**src/rtl/pc_sequencer.sv**
```systemverilog
// pc_sequencer -- fetch-stage program-counter sequencer.
//
// Each cycle the next fetch address is chosen from four sources:
//   - sequential PC+1
//   - the jump/branch target
//   - the call target
//   - the return address presented by subroutine_stack
// The sequencer also issues the push/pop pulses that drive subroutine_stack,
// supplies the link address to push, and tracks how many entries are live.
//
// Optional build macro: STACK_GUARD_EN
//   When defined, a call at full depth or a return at zero depth is dropped:
//   no pulse is issued and fetch simply advances to PC+1.
//   When undefined, such a call or return goes to the stack as usual, and the
//   stack pointer wraps inside the stack.
//   The sticky error flags are set in both builds.
//
// Ports
//   clock, reset        system clock; synchronous active-high reset
//   stall               hold all state; no pulses issued
//   is_call/is_ret      decoded CALL / RET at the current PC
//   is_jump             unconditional jump or taken branch
//   target_adr          jump/call destination
//   RTS_adr             registered return address from subroutine_stack
//   PC                  current fetch address
//   link_adr            PC+1, the address pushed on a call
//   subroutine_call     one-cycle push pulse
//   subroutine_return   one-cycle pop pulse
//   ret_busy            high while waiting for the return address
//   stack_depth         live stack entries, 0..STACK_DEPTH
//   stack_overflow      sticky: call seen at full depth
//   stack_underflow     sticky: ret seen at zero depth
module pc_sequencer #(
  parameter int                ADDR_W       = 12,
  parameter int                STACK_DEPTH  = 8,
  parameter logic [ADDR_W-1:0] RESET_VECTOR = '0
) (
  input  logic              clock,
  input  logic              reset,
  input  logic              stall,
  input  logic              is_call,
  input  logic              is_ret,
  input  logic              is_jump,
  input  logic [ADDR_W-1:0] target_adr,
  input  logic [ADDR_W-1:0] RTS_adr,
  output logic [ADDR_W-1:0] PC,
  output logic [ADDR_W-1:0] link_adr,
  output logic              subroutine_call,
  output logic              subroutine_return,
  output logic              ret_busy,
  output logic [3:0]        stack_depth,
  output logic              stack_overflow,
  output logic              stack_underflow
);

  typedef enum logic [0:0] {FETCH, RET_WAIT} state_t;

  localparam logic [3:0] DEPTH_MAX = 4'(STACK_DEPTH);

  state_t            state_reg, state_next;
  logic [ADDR_W-1:0] pc_reg, pc_next;
  logic              call_reg, call_next;
  logic              ret_reg, ret_next;
  logic [3:0]        depth_reg, depth_next;
  logic              ovf_reg, ovf_next;
  logic              unf_reg, unf_next;
  logic              depth_full, depth_empty;

  // PC+1 wraps naturally at 2^ADDR_W.
  assign link_adr    = pc_reg + ADDR_W'(1);
  assign depth_full  = (depth_reg == DEPTH_MAX);
  assign depth_empty = (depth_reg == 4'd0);

  always_comb begin
    state_next = state_reg;
    pc_next    = pc_reg;
    call_next  = 1'b0;
    ret_next   = 1'b0;
    depth_next = depth_reg;
    ovf_next   = ovf_reg;
    unf_next   = unf_reg;

    if (!stall) begin
      case (state_reg)
        FETCH: begin
          if (is_ret) begin
            if (depth_empty) unf_next = 1'b1;
`ifdef STACK_GUARD_EN
            if (depth_empty) begin
              pc_next = link_adr;
            end else begin
              ret_next   = 1'b1;
              state_next = RET_WAIT;
              depth_next = depth_reg - 4'd1;
            end
`else
            // PC is held; the return address arrives from the stack next cycle.
            ret_next   = 1'b1;
            state_next = RET_WAIT;
            if (!depth_empty) depth_next = depth_reg - 4'd1;
`endif
          end else if (is_call) begin
            if (depth_full) ovf_next = 1'b1;
`ifdef STACK_GUARD_EN
            if (depth_full) begin
              pc_next = link_adr;
            end else begin
              call_next  = 1'b1;
              pc_next    = target_adr;
              depth_next = depth_reg + 4'd1;
            end
`else
            call_next = 1'b1;
            pc_next   = target_adr;
            if (!depth_full) depth_next = depth_reg + 4'd1;
`endif
          end else if (is_jump) begin
            pc_next = target_adr;
          end else begin
            pc_next = link_adr;
          end
        end
        RET_WAIT: begin
          // The stack has popped by now, so RTS_adr holds the return address.
          pc_next    = RTS_adr;
          state_next = FETCH;
        end
        default: state_next = FETCH;
      endcase
    end
  end

  always_ff @(posedge clock) begin
    if (reset) begin
      state_reg <= FETCH;
      pc_reg    <= RESET_VECTOR;
      call_reg  <= 1'b0;
      ret_reg   <= 1'b0;
      depth_reg <= 4'd0;
      ovf_reg   <= 1'b0;
      unf_reg   <= 1'b0;
    end else begin
      state_reg <= state_next;
      pc_reg    <= pc_next;
      call_reg  <= call_next;
      ret_reg   <= ret_next;
      depth_reg <= depth_next;
      ovf_reg   <= ovf_next;
      unf_reg   <= unf_next;
    end
  end

  assign PC                = pc_reg;
  assign subroutine_call   = call_reg;
  assign subroutine_return = ret_reg;
  assign ret_busy          = (state_reg == RET_WAIT);
  assign stack_depth       = depth_reg;
  assign stack_overflow    = ovf_reg;
  assign stack_underflow   = unf_reg;

endmodule

```
**config.mk**
```make
export PLATFORM = sky130hd
export DESIGN_NAME = pc_sequencer
export DESIGN_NICKNAME = d
export VERILOG_FILES = /design/src/rtl/pc_sequencer.sv
export SDC_FILE = /design/constraint.sdc
export NUM_CORES = 1
export LEC_CHECK = 0
export CAP_MARGIN = 20
export CORE_MARGIN = 5
export CORE_UTILIZATION = 40
export CTS_CLUSTER_DIAMETER = 40
export DETAILED_ROUTE_END_ITERATION = 10
export GPL_ROUTABILITY_DRIVEN = 0
export PLACE_DENSITY_LB_ADDON = 0.3
export SLEW_MARGIN = 20
export SYNTH_ARGS = -nofsm -noshare
export SYNTH_HDL_FRONTEND = slang
export SYNTH_SLANG_ARGS = --single-unit
```
**constraint.sdc**
```tcl
create_clock -name clock -period 2.2 [get_ports clock]
set_input_delay 0.44 -clock clock [delete_from_list [all_inputs] [get_ports clock]]
set_output_delay 0.44 -clock clock [all_outputs]
set_load 0.005 [all_outputs]
```
==> After elaboration in Yosys (flattened, before gate mapping) <==
Cells that the tools add are included.
{ "op_classes": {"n_addsub": 3, "mul": 0, "n_div": 0, "n_lt_le_gt_ge": 0, "eq_ne": 4, "shift": 0, "n_mux": 11, "bitwise_logic": 3, "n_reduce_logical": 8} }
{ "ops": {"columns": ["op", "count"], "rows": [
  ["$mux 12", 3],
  ["$pmux 12 s2", 1],
  ["$mux 4", 4],
  ["$add 12x1->12 const B", 1],
  ["$reduce_and 5->1", 2],
  ["$ne 2x2->1 const B", 3],
  ["$add 4x1->4 const B", 1],
  ["$eq 4x4->1 const B", 1],
  ["$logic_not 4->1", 1],
  ["$reduce_and 4->1", 1],
  ["$reduce_or 4->1", 1],
  ["$sub 4x1->4 const B", 1],
  ["$not 1->1", 3],
  ["$reduce_or 3->1", 1],
  ["$mux 1", 2],
  ["$pmux 1 s2", 1],
  ["$reduce_and 2->1", 1],
  ["$reduce_bool 2->1", 1]
]} }
{ "word_totals": {"regBits": 21, "latch_bits": 0, "ramBits": 0, "mem_bits_ro": 0, "elab_cells": 36, "memories": 0} }

==> Longest topological paths before layout <==
Gate-level depths: netlist (run 1).
{ "depth": {"word_depth": 5, "ltp_mapped": 6} }

==> Least setup slack after synthesis (run 1) <==
Ideal clock, no wire load.
{ "synth_path": {"kind": "register -> output", "startpoint": "reg pc_reg[0] (netlist: PC[0])", "endpoint": "out link_adr[10]", "arrival_time_ns": 1.333, "setup_slack_ns": 0.427, "stages_incl_launch_ff": 5, "path_buffers": 0, "path_cell_list": "dfxtp_1 > ha_1 > nand3_1 > or4_4 > nand2_1"} }
{ "synth_between": {"elab_chain_cells": 1} }
{ "synth_rtl": {"columns": ["item", "line", "text"], "rows": [
  ["from (decl)", "61", "logic [ADDR_W-1:0] pc_reg, pc_next;"],
  ["from (signal assigned)", "144", "pc_reg <= pc_next;"],
  ["$add 12x1->12", "70", "assign link_adr = pc_reg + ADDR_W'(1);"],
  ["to (decl)", "47", "output logic [ADDR_W-1:0] link_adr,"]
]} }
Every way passes these cells.

==> Worst setup path in the final report (run 1) <==
{ "layout_path": {"startpoint": "reg pc_reg[3] (netlist: PC[3])", "endpoint": "out link_adr[10]"} }
Same word-level chain as after synthesis.

==> results of run 1 <==
[metal layers]
metal / routed length, um / share of wire, % / track usage (%)
met2: 2530 / 52 / 34.7
met4: 51 / 1.0 / 5.22
met3: 376 / 7.7 / 3.84
met1: 1930 / 39 / 24.0
met5: 0 / 0 / 0
[worst max-delay path, cell delays in order (launching register included)]
cell	delay (ps)
dfxtp_4	370
nand3_4	170
or4_4	560
nand2_1	70
dlygate4sd2_1	220
[timing repair]
| action | CTS | global route |
|---|---|---|
| endpoints found under the setup margin | 8 | 7 |
| gates resized for setup | 23 | 13 |
| gates cloned | 0 | 0 |
| pin swaps | 4 | 3 |
| setup buffers | 5 | 0 |
[area by class of cell]
type	count	area [um2]	area share, %
sequential	21	438	17.8
inverter	7	26.3	1.07
tap	48	60.1	2.44
multi-input combinational	143	1030	41.7
timing repair buffer	92	866	35.1
clock buffer	4	45.0	1.83
[cells by family (layout without fill, tap and decap cells)]
group,Yosys count,in the layout,share of synthesized area (%)
buffers and inverters,20,103,6.64
flip-flops,21,21,28.6
AO/OA/AOI/OAI,52,52,25.8
AND/OR/NAND/NOR,73,73,25.4
adder cells (fa/ha/maj),4,4,3.92
multiplexers,5,5,4.26
XOR/XNOR,9,9,5.36
[worst max path at each step]
stage,cells after the start,startpoint,end,slack (ps)
after floorplan,4,PC[0],link_adr[10],430
after global placement,6,stall,stack_depth[3],40
after detailed placement,6,is_ret,stack_depth[3],-10
after CTS,5,PC[1],link_adr[6],3
after global routing,6,PC[0],link_adr[11],30
final,4,PC[3],link_adr[10],100
[state kept, by name (all words and copies together) (netlist names)]
| signal | cells |
|---|---|
| PC | 12 |
| ret_busy | 1 |
| stack_depth | 4 |
| stack_overflow | 1 |
| stack_underflow | 1 |
| subroutine_call | 1 |
| subroutine_return | 1 |
[power by group through the flow]
stage          logic [mW]  clock network (mW)  registers, mW
2_1_floorplan       0.178                   0          0.448
3_3_place_gp        0.379                   0          0.450
3_5_place_dp        0.380                   0          0.451
4_1_cts             0.385               0.261          0.448
5_1_grt             0.419               0.285          0.453
6_report            0.384               0.256          0.448
[stage by stage]
step                hold WS, ps  total power, mW  setup TNS [ps]  utilization [%]  std cells
floorplan                   460            0.626               0                -        184
global placement            476            0.829               0             62.9        306
detailed placement          478            0.831           -11.4             62.9        306
CTS                         497             1.09               0             67.0        315
global route                542             1.16               0             68.3        315
finish                      491             1.09               0             68.3        315
[synthesized netlist by cell type (4+ instances only)]
library cell	number	area share, %
a211oi_1	4	2.0
a21oi_1	10	3.4
buf_2	5	1.7
buf_4	4	2.0
dfxtp_1	21	29
inv_1	6	1.5
mux2i_1	4	2.7
nand2_1	14	3.6
nand3_1	6	2.0
nor2_1	22	5.6
nor3_1	12	4.1
o21ai_0	9	3.1
o31ai_1	4	2.0
xnor2_1	4	2.4
xor2_1	5	3.0
==> qor.yml, run 1 <==
cells_and_area:
  fillers: 299
  num-nets-final: 302
  design_area_um2: 2460
  antenna_cells: 0
  areaGrowthSynthToFinish_pct: 67.6
  final_cell_mix: "clkdlybuf4s50_1, buf_4, nor2_1"
  final_common_cell: "clkdlybuf4s50_1"
  drive_above_1_share_pct: 21.7
global_route:
  gr-total-overflow: 0
  grt_pass1_wl_um: 8020
  antenna_found_initial: 0
  track_usage_pct: 19.5
  grt_pass1_vias: 1662
  grt_max_degree: 19
placement:
  dpl-instance-area_um2: 2270
  dpl.hpwl_um: 3580
  io_buffers: 62
  place_ws_ps: -11.4
timing:
  worst_pin_slew_ps: 569
  slew_headroom_pct: 61.5
  fmax_mhz: 476
  finalWorstSetupSlack_ps: 98.1
  maxSlewViolCount: 0
  finalCritPeriodShare_pct: 95.5
  fin_crit_ps: 2100
  finClkSkew_ps: 0.904
  hold_viol_final: 0
  rsz0062_at_grt: "false"
  setup_viol: 0
setup_path:
  r2r-start: "PC[0]"
  crit_type: "reg -> out"
  r2r_slack_ps: 530
  startpoint_type: "flop"
  end_kind: "output pin"
  worstReg2RegEnd: "PC[9]"
  reg2regPathDepth: 8
  cp_data_arrival_time_ps: 1660
  worst-endpoint-required_ps: 1760
  crit_fanout: 9
logic_synthesis:
  synth_ff_type: "dfxtp_1"
  yosys_warnings: 0
  yosysUniqueCellTypes: 54
  synth-seq-area-share_pct: 28.6
  synthCells: 184
  avgSynthCellArea_um2: 7.99
  synth_edf_count: 0
  synth.cell_area_um2: 1470
  syn-num-nets: 218
  async_flop_share_pct: 0
  synth-seq-cells: 21
power:
  p_sw_uw: 325
  pwr-share-seq_pct: 41.2
  p_leak_nw: 1.07
  internal-power_uw: 764
  max-vdd-ir-drop_mv: 0.270
  clkPwrFrac_pct: 23.6
  switching_share_pct: 29.8
  p_per_area_nw_per_um2: 442
  p_comb_share_pct: 35.3
floorplanning:
  start_util_pct: 40.8
  design.core.area_um2: 3610
  die_area_um2: 4990
  io_pins: 63
  rows: 22
  die_x_um: 70.6
  die_y_um: 70.6
cts:
  cts_root_buf: "clkbuf_8"
  clk_latency_ps: 260
  cts-hold-fix-buffers: 0
  cts_tree: "built"
  numCtsBuffers: 3
  cts_sinks: 21
  clk_path_buf_depth: 2
  h-tree-depth: 1
  clk_pin_slew_ps: 80
worst_hold_path:
  hold_end: "stack_underflow"
  hp-start: "stack_underflow"
  hold_depth: 2
  hp-class: "reg -> reg"
detailed_routing:
  detail_route.vias_per_cell: 5.55
  drt-wirelength-per-cell_um: 15.5
  drt_pass1_iterations: 4
  drt-initial-drc-count: 144
  vias: 1748
  ant_nets: 0
  drc_errors: 0
  finalWirelength_um: 4890
run_status:
  status: "finished clean"
run:
  cap_violations: 0
Power figures use the tool's default switching activity.
==> run 2, diff against run 1 <==
Settings changed: CELL_PAD_IN_SITES_DETAIL_PLACEMENT set to 0, CELL_PAD_IN_SITES_GLOBAL_PLACEMENT set to 2, CORE_UTILIZATION 40 to 23.
==> qor.yml, run 2 (synthesis gave the netlist of run 1 again) <==
cells_and_area:
  antenna_cells: 0
  final_common_cell: "clkdlybuf4s50_1"
  design_area_um2: 2540
  fin_util_pct: 40.4
  drive_above_1_share_pct: 24.3
  num-nets-final: 311
  final_cell_mix: "clkdlybuf4s50_1, buf_4, nor2_1"
  ff_latch_area_um2: 430
  fillers: 663
  areaGrowthSynthToFinish_pct: 72.6
  largest_reg_flops: 12
  multiInputGateArea_um2: 1030
timing:
  worst_pin_slew_ps: 555
  finClkSkew_ps: 5.21
  fmax_mhz: 461
  hold_viol_final: 0
  finalCritPeriodShare_pct: 98.6
  fin_crit_ps: 2170
  rsz0062_at_grt: "true"
  setup_viol: 0
  whs_ps: 479
  slew_headroom_pct: 62.6
  maxSlewViolCount: 0
cts:
  clk_pin_slew_ps: 80
  cts_root_buf: "clkbuf_8"
  clk_latency_ps: 260
  cts-hold-fix-buffers: 0
  numCtsBuffers: 3
  clk_path_buf_depth: 2
  cts_sinks: 21
  h-tree-depth: 1
  cts_tree: "built"
detailed_routing:
  vias: 1730
  drc_errors: 0
  ant_nets: 0
  drt_pass1_iterations: 4
  drt-initial-drc-count: 58
  finalWirelength_um: 5420
  drt-wirelength-per-cell_um: 15.4
  detail_route.vias_per_cell: 4.90
floorplanning:
  die_y_um: 90.0
  io_pins: 63
  die_x_um: 90.0
  die_area_um2: 8090
  start_util_pct: 23.4
  rows: 29
  design.core.area_um2: 6280
global_route:
  grt_max_degree: 21
  grt_pass1_vias: 1670
  grt_pass1_wl_um: 8750
  track_usage_pct: 13.0
  antenna_found_initial: 0
  gr-total-overflow: 0
power:
  p_per_area_nw_per_um2: 435
  p_leak_nw: 1.07
  max-vdd-ir-drop_mv: 0.204
placement:
  dpl.hpwl_um: 4100
  io_buffers: 62
  dpl-instance-area_um2: 2350
setup_path:
  startpoint_type: "flop"
  cp_data_arrival_time_ps: 1730
  end_kind: "output pin"
  worst-endpoint-required_ps: 1760
  crit_type: "reg -> out"
  crit_fanout: 6
run:
  cap_violations: 0
worst_hold_path:
  hp-class: "reg -> reg"
run_status:
  status: "finished clean"
run 2: where the power goes:
group	switching (mW)	leakage, nW	total (mW)	internal (mW)
Sequential	0.0363	0.175	0.445	0.408
Combinational	0.166	0.869	0.396	0.230
Clock	0.135	0.0228	0.264	0.129
run 2: repair_timing:
item	in CTS	in global routing
gates resized for setup	18	12
setup endpoints to repair	7	6
pin swaps	5	2
hold endpoints to repair	0	0
buffers inserted	4	4
run 2: worst max-delay path: stages (launching register included):
cell and delay, ps:
dfxtp_4 370, ha_4 140, nand3_4 120, nor3_4 160, xor2_1 160, clkdlybuf4s50_1 510
run 2: cell type report:
class | count | share of cell area [%]
clock buffer | 4 | 1.78
timing repair buffer | 101 | 35.8
inverter | 7 | 1.04
multi-input combinational | 143 | 40.6
tap | 77 | 3.80
sequential | 21 | 17.0
run 2: per-layer routing:
metal	GRT usage [%]	share of wire [%]
met1	18.2	49
met2	20.2	45
met3	2.92	5.4
met4	3.35	0.65
met5	0	0
run 2: worst paths after layout:
check | startpoint | end | slack (ps) | cells past startpoint
worst max-delay path | PC[1] | link_adr[8] | 30 | 5
worst min-delay path | stack_overflow | stack_overflow | 480 | 2
worst max register to register | ret_busy | PC[7] | 460 | 5
worst min register to register | stack_overflow | stack_overflow | 480 | 2
run 2: stage by stage:
stage | setup TNS (ps) | cells | total power, mW | setup slack (ps)
floorplan | 0 | 184 | 0.626 | 427
global placement | 0 | 341 | 0.849 | 12.2
detailed placement | -14.1 | 341 | 0.848 | -14.1
CTS | -253 | 349 | 1.12 | -163
global route | -76.1 | 353 | 1.18 | -76.1
finish | 0 | 353 | 1.10 | 30.3
==> run 3, diff against run 2 <==
Settings changed: SLEW_MARGIN 20 to 30.
==> results of run 3 <==
Same layout as run 2: the final DEF is identical, and so are final timing and power.
